--- src/rtl/ariane_pkg.sv ---
// Minimal core package: provides the load/store control payload carried by
// the store issue buffer.
package ariane_pkg;

    typedef struct packed {
        logic        valid;
        logic [63:0] vaddr;
        logic        overflow;
        logic [63:0] data;
        logic [7:0]  be;
        logic [3:0]  fu;
        logic [7:0]  operation;
        logic [2:0]  trans_id;
    } lsu_ctrl_t;

endpackage

--- src/rtl/config_pkg.sv ---
// Minimal core-configuration package: only the configuration type and its
// empty default that st_issue_buffer takes as a parameter.
package config_pkg;

    typedef struct packed {
        int unsigned XLEN;
        logic        RVA;
    } cva6_cfg_t;

    localparam cva6_cfg_t cva6_cfg_empty = '0;

endpackage

--- src/rtl/st_issue_buffer_pkg.sv ---
// Helpers shared by the store issue buffer; holds no payload types, the
// payload comes from ariane_pkg.
package st_issue_buffer_pkg;

    // Pointer width for a power-of-two depth, never narrower than one bit.
    function automatic int unsigned ptr_width(input int unsigned depth);
        return (depth > 1) ? $clog2(depth) : 1;
    endfunction

endpackage

--- src/rtl/st_issue_buffer.sv ---
// st_issue_buffer: in-order circular FIFO between issue and the store unit.
// Optional empty-buffer bypass is enabled by defining ST_ISSUE_BUFFER_BYPASS_EN.
module st_issue_buffer
    import ariane_pkg::*;
    import st_issue_buffer_pkg::*;
#(
    parameter config_pkg::cva6_cfg_t CVA6Cfg = config_pkg::cva6_cfg_empty,
    parameter int unsigned           DEPTH   = 2
) (
    input  logic                     clk_i,
    input  logic                     rst_ni,
    input  logic                     flush_i,
    input  logic                     valid_i,
    input  lsu_ctrl_t                lsu_ctrl_i,
    output logic                     ready_o,
    output logic                     valid_o,
    output lsu_ctrl_t                lsu_ctrl_o,
    input  logic                     pop_i,
    output logic                     empty_o,
    output logic [$clog2(DEPTH):0]   usage_o
);

    localparam int unsigned     PtrW    = ptr_width(DEPTH);
    localparam int unsigned     CntW    = $clog2(DEPTH) + 1;
    localparam logic [CntW-1:0] CntFull = CntW'(DEPTH);

    logic [PtrW-1:0] rd_ptr_q, rd_ptr_d;
    logic [PtrW-1:0] wr_ptr_q, wr_ptr_d;
    logic [CntW-1:0] count_q, count_d;
    lsu_ctrl_t       mem_q [DEPTH];
    lsu_ctrl_t       mem_d [DEPTH];
    logic            push;
    logic            pop;

    logic unused_cfg;
    assign unused_cfg = ^CVA6Cfg;

    // Outputs depend on registered state only, except for the optional bypass.
    always_comb begin
        ready_o = (count_q != CntFull);
        empty_o = (count_q == '0);
        usage_o = count_q;
        pop     = pop_i && !empty_o;
`ifdef ST_ISSUE_BUFFER_BYPASS_EN
        valid_o    = !empty_o || (valid_i && !flush_i);
        lsu_ctrl_o = empty_o ? lsu_ctrl_i : mem_q[rd_ptr_q];
        // A request consumed straight through the bypass is never written.
        push       = valid_i && ready_o && !flush_i && !(empty_o && pop_i);
`else
        valid_o    = !empty_o;
        lsu_ctrl_o = mem_q[rd_ptr_q];
        push       = valid_i && ready_o && !flush_i;
`endif
    end

    always_comb begin
        rd_ptr_d = rd_ptr_q;
        wr_ptr_d = wr_ptr_q;
        count_d  = count_q;
        mem_d    = mem_q;
        if (flush_i) begin
            rd_ptr_d = '0;
            wr_ptr_d = '0;
            count_d  = '0;
        end else begin
            if (push) begin
                mem_d[wr_ptr_q] = lsu_ctrl_i;
                wr_ptr_d        = wr_ptr_q + PtrW'(1);
            end
            if (pop) begin
                rd_ptr_d = rd_ptr_q + PtrW'(1);
            end
            if (push && !pop) begin
                count_d = count_q + CntW'(1);
            end else if (!push && pop) begin
                count_d = count_q - CntW'(1);
            end
        end
    end

    always_ff @(posedge clk_i or negedge rst_ni) begin
        if (!rst_ni) begin
            rd_ptr_q <= '0;
            wr_ptr_q <= '0;
            count_q  <= '0;
            mem_q    <= '{default: '0};
        end else begin
            rd_ptr_q <= rd_ptr_d;
            wr_ptr_q <= wr_ptr_d;
            count_q  <= count_d;
            mem_q    <= mem_d;
        end
    end

endmodule
--- config.mk ---
export PLATFORM = sky130hd
export DESIGN_NAME = st_issue_buffer
export DESIGN_NICKNAME = d
export VERILOG_FILES = /design/src/rtl/ariane_pkg.sv /design/src/rtl/config_pkg.sv /design/src/rtl/st_issue_buffer_pkg.sv /design/src/rtl/st_issue_buffer.sv
export SDC_FILE = /design/constraint.sdc
export NUM_CORES = 1
export LEC_CHECK = 0
export CORE_MARGIN = 3
export CORE_UTILIZATION = 40
export CTS_BUF_LIST = sky130_fd_sc_hd__clkbuf_8
export CTS_CLUSTER_DIAMETER = 30
export DETAILED_ROUTE_END_ITERATION = 16
export DONT_BUFFER_PORTS = 1
export HOLD_SLACK_MARGIN = 0.12
export SYNTH_ARGS = -nofsm -noshare
export SYNTH_HDL_FRONTEND = slang
export SYNTH_SLANG_ARGS = --single-unit
--- constraint.sdc ---
create_clock -name clk_i -period 1.95 [get_ports clk_i]
set_input_delay 0.39 -clock clk_i [delete_from_list [all_inputs] [get_ports clk_i]]
set_output_delay 0.39 -clock clk_i [all_outputs]
set_load 0.03 [all_outputs]
# Word level (Yosys, flattened, before mapping)
# Index checks and enable logic that the tools add are counted.
# word_totals
ff_bits	310
elab_cells	58
# op_classes
addsub	4
order_cmp	3
eq_ne	1
mux	13
n_bitwise	3
reduce_logical	15
# op_table
op	count
2-to-1 mux 153 bit	4
bitwise mux 306 bit	1
demux 153 bit (select 1 bit)	1
logical AND 1 bit	6
2-to-1 mux 2 bit	3
>= comparator 2 bit (second input constant)	2
zero test 1 bit	4
2-to-1 mux 1 bit	4
NOT 1 -> 2 bit	2
nonzero test 2 bit	2
nonzero test 3 bit	1
adder 1 bit (second input constant)	2
adder 2 x 1 -> 2 bit (second input constant)	1
zero test 2 bit	1
< comparator 2 x 1 -> 1 bit (second input constant)	1
!= test 2 bit (second input constant)	1
AND reduction 2 bit	1
subtractor 2 x 1 -> 2 bit (second input constant)	1
NOT 1 bit	1

# Depth between registers and ports, before layout
# depth
word_depth	8
depth_mapped	7
ltp_nobuf	4

# Worst setup path before layout
# OpenSTA, ideal clock, no wires.
# synth_timing
kind	register to register
startpoint	reg count_q[0], in the netlist usage_o[0]
endpoint	reg mem_q[100] (netlist name)
setup_ns	0.125
arrival_time_ns	2.032
required_ns	1.825
path_slack_ns	-0.207
path_stages_with_launch	8
cell_sequence	dfrtp_1 > and2b_1 > inv_1 > nand4b_1 > buf_2 > buf_2 > buf_6 > mux2_2
# synth_via
elab_chain_cells	4
# synth_lines
item	line	text
start: declaration	st_issue_buffer.sv:29	logic [CntW-1:0] count_q, count_d;
start signal: assignment	st_issue_buffer.sv:90	count_q <= count_d;
!= test 2 bit	st_issue_buffer.sv:40	ready_o = (count_q != CntFull);
via ready_o	st_issue_buffer.sv:15	output logic ready_o,
logical AND 1 bit (2 in series)	st_issue_buffer.sv:52	push = valid_i && ready_o && !flush_i;
AND reduction 2 bit (no line)	-	
end signal: assignment	st_issue_buffer.sv:91	mem_q <= mem_d;
end: declaration	st_issue_buffer.sv:30	lsu_ctrl_t mem_q [DEPTH];
# The timed path passes the listed nets, and every way through them passes these cells.
# A chain may end at the register's enable or synchronous reset.

==> results.cfg <==
[detailed_routing]
drt_pass1_iterations = 4
drt_first_iter_violations = 305
post_drt_wl_per_cell_um = 20.50
vias = 7841
ant_nets = 0
detail_route.vias_per_cell = 5.004
drc = 0
routed_wl_um = 32120

[timing]
fin_skew_ns = 0.03303
relSlewSlack = 0.5304
min_period_over_period = 1.143
grt_setup_unrepaired = yes
period_needed_ns = 2.229
finalHoldWorstSlack_ns = -0.5087
fmax_ghz = 0.4486
final_max_slew_viol_count = 0
setup_viol_count_final = 153
layout_setup_ws_ns = -0.2792
finalHoldViolCount = 310
tightest_slew_ns = 0.7045

[floorplan]
die_w_um = 188.9
die_h_um = 188.9
initial_core_util = 0.4079
num_io_pins = 316
rows = 66
die_area_mm2 = 0.03566
design.core.area_mm2 = 0.03278

[yosys]
ys_seq_area_frac = 0.5800
synth_nets = 999
syn_area_mm2 = 0.01337
synth_compound_area_frac = 0.003368
synth-simple-area-share = 0.005613
synth.avg_cell_area_um2 = 15.90
synthMuxAreaShare = 0.3872
synthAdderAreaFrac = 0
ys_types = 23
synth_top_family_by_area = multiplexers
synth_xor_area_frac = 0.0006549
synth_warnings = 0
ys_ff_latch = 310
synthCells = 841

[clock_tree]
clock_latency_ns = 0.60
clkTransAtPathRegs_ns = 0.05
hold_buffers = 158
cts_root_buf = clkbuf_8
clkSinkCount = 310
clockBufferDepth = 3
cts_made_buffers = 75
cts_tree = yes
htree_levels = 3

[global_route]
grt_pass1_vias = 8795
antenna_found_initial = 0
grt_pass1_wl_um = 49790
grt_use_total = 0.1773
grt_max_degree = 311
grt-ovfl-total = 0

[layout]
final_nets = 1232
n_fill_cell = 2663
layout_commonest_cell = dfrtp_1
regArea_mm2 = 0.007764
fin_cells = 1567
drive_above_1_share = 0.5004
final_cell_mix = dfrtp_1, mux2_2, mux2_4
antenna_cells = 0
multiInputGateArea_mm2 = 0.005919
utilization = 0.5583
syn2layout_area_growth_pct = 36.85

[pwr]
peakVddDrop_mv = 0.7549
power_frac_clock = 0.364
power_switching_mw = 7.028
sw_frac_of_total = 0.3001
total_power_mw = 23.42
leakagePower_nw = 8.104
p_int_mw = 16.39
p_seq_frac = 0.378
power_density_mw_per_mm2 = 1279
pwr-share-comb = 0.258

[setup_path]
endpoint = lsu_ctrl_o[93]
r2r-start = usage_o[0]$_DFFE_PN0P_
max_stage_delay_ns = 0.51
crit_path_max_fanout = 16
crit_path_start_kind = flip-flop
r2r_setup_slack_ns = 0.10
cp-end-kind = output pin
crit_required_ns = 1.56
critical-path-top-delay-family = flip-flops
ff2ff_path_depth = 7
criticalPathCategory = reg -> out
reg2reg_to = mem_q[63]$_DFFE_PN0P_
crit_arrival_ns = 1.84
worstPathBufferInverterCount = 2
startpoint = rd_ptr_q$_DFFE_PN0P_
critPathSlowestCell = dfrtp_4
cp_num_cells = 3
critical_path.cell_chain = buf_4 > buf_16 > mux2_4

[place]
gp_congestion = 0.7317
io_buffers = 0
hpwl_um = 19030
place_inst = 1267

[run_status]
violations = hold timing, setup timing
status = finished, violations left

[hold_path]
hold_path.class = in -> async

[flow_run]
drv_cap = 0
-- how the worst min path moves through the flow --
stage,cells after the start,startpoint,end
floorplan,0,rst_ni,mem_q[0]$_DFFE_PN0P_
global placement,0,rst_ni,mem_q[185]$_DFFE_PN0P_
detailed placement,0,rst_ni,mem_q[288]$_DFFE_PN0P_
CTS,0,rst_ni,mem_q[289]$_DFFE_PN0P_
global route,0,rst_ni,mem_q[180]$_DFFE_PN0P_
finish,0,rst_ni,mem_q[180]$_DFFE_PN0P_
-- stage by stage --
| step | TNS, ns | setup WS (ns) | area (um2) |
|---|---|---|---|
| detailed placement | 0 | 0.05351 | 14170 |
| global route | -46.02 | -0.3333 | 18300 |
| CTS | -45.79 | -0.3324 | 18130 |
| finish | -36.80 | -0.2792 | 18300 |
| floorplan | -2.208 | -0.03791 | 13480 |
| global placement | 0 | 0.03820 | 14170 |
-- area by class of cell --
type / count / area share
multi-input cells: 478 / 0.3234
clock buffers: 85 / 0.06392
repair buffers: 206 / 0.1293
inverters: 3 / 0.001094
clock inverters: 43 / 0.02789
well taps: 442 / 0.03022
flip-flops and latches: 310 / 0.4242
-- routing by layer --
| layer | GRT usage | share of wire | vias to the layer above |
|---|---|---|---|
| met4 | 0.06416 | 0.017 | 0 |
| met5 | 0 | 0 | - |
| li1 | - | - | 3529 |
| met1 | 0.2118 | 0.41 | 4016 |
| met3 | 0.06517 | 0.075 | 48 |
| met2 | 0.2956 | 0.49 | 248 |
-- sequential cells by signal, indices dropped and copies added, names as in the netlist --
| register | flops |
|---|---|
| mem_q | 306 |
| rd_ptr_q | 1 |
| usage_o | 2 |
| wr_ptr_q | 1 |
-- cell families (layout without fill, tap and decap cells) --
| kind of cell | after synthesis | count (layout) |
|---|---|---|
| xor+xnor | 1 | 1 |
| simple gates | 9 | 9 |
| flops | 310 | 310 |
| mux | 460 | 460 |
| compound gates | 8 | 8 |
| buf+inv | 53 | 337 |
-- power by group through the flow --
stage          registers (mW)  logic, mW  clock network (mW)
3_5_place_dp             8.83       5.07                   0
4_1_cts                  8.81       5.99                8.78
5_1_grt                  9.06       6.33                9.12
2_1_floorplan            8.61       4.43                   0
3_3_place_gp             8.78       5.01                   0
6_report                 8.85       6.03                8.53
-- synth_stat cells --
cell / n / area share
mux2_2: 389 / 0.33
dfrtp_1: 310 / 0.58
mux2_1: 70 / 0.059
buf_2: 25 / 0.0094
clkbuf_1: 11 / 0.0031
buf_4: 7 / 0.0039
buf_6: 7 / 0.0059
a21oi_1: 4 / 0.0015
inv_1: 2 / 0.00056
o21ai_0: 2 / 0.00075
or2_2: 2 / 0.00094
a21o_1: 1 / 0.00056
and2b_1: 1 / 0.00056
inv_2: 1 / 0.00028
mux2i_1: 1 / 0.00075
nand3b_1: 1 / 0.00056
nand4b_1: 1 / 0.00065
nor2_1: 1 / 0.00028
nor3b_1: 1 / 0.00056
nor4_4: 1 / 0.0016
o211ai_1: 1 / 0.00056
or3_1: 1 / 0.00047
xor2_1: 1 / 0.00065
-- repair_timing --
item | CTS | global route
pin swaps | 1 | 3
hold endpoints to repair | 620 | 310
gates cloned | 5 | 3
gates resized for setup | 143 | 21
setup endpoints to repair | 156 | 362
setup buffers | 3 | 3
Power figures use the tool's default switching activity.
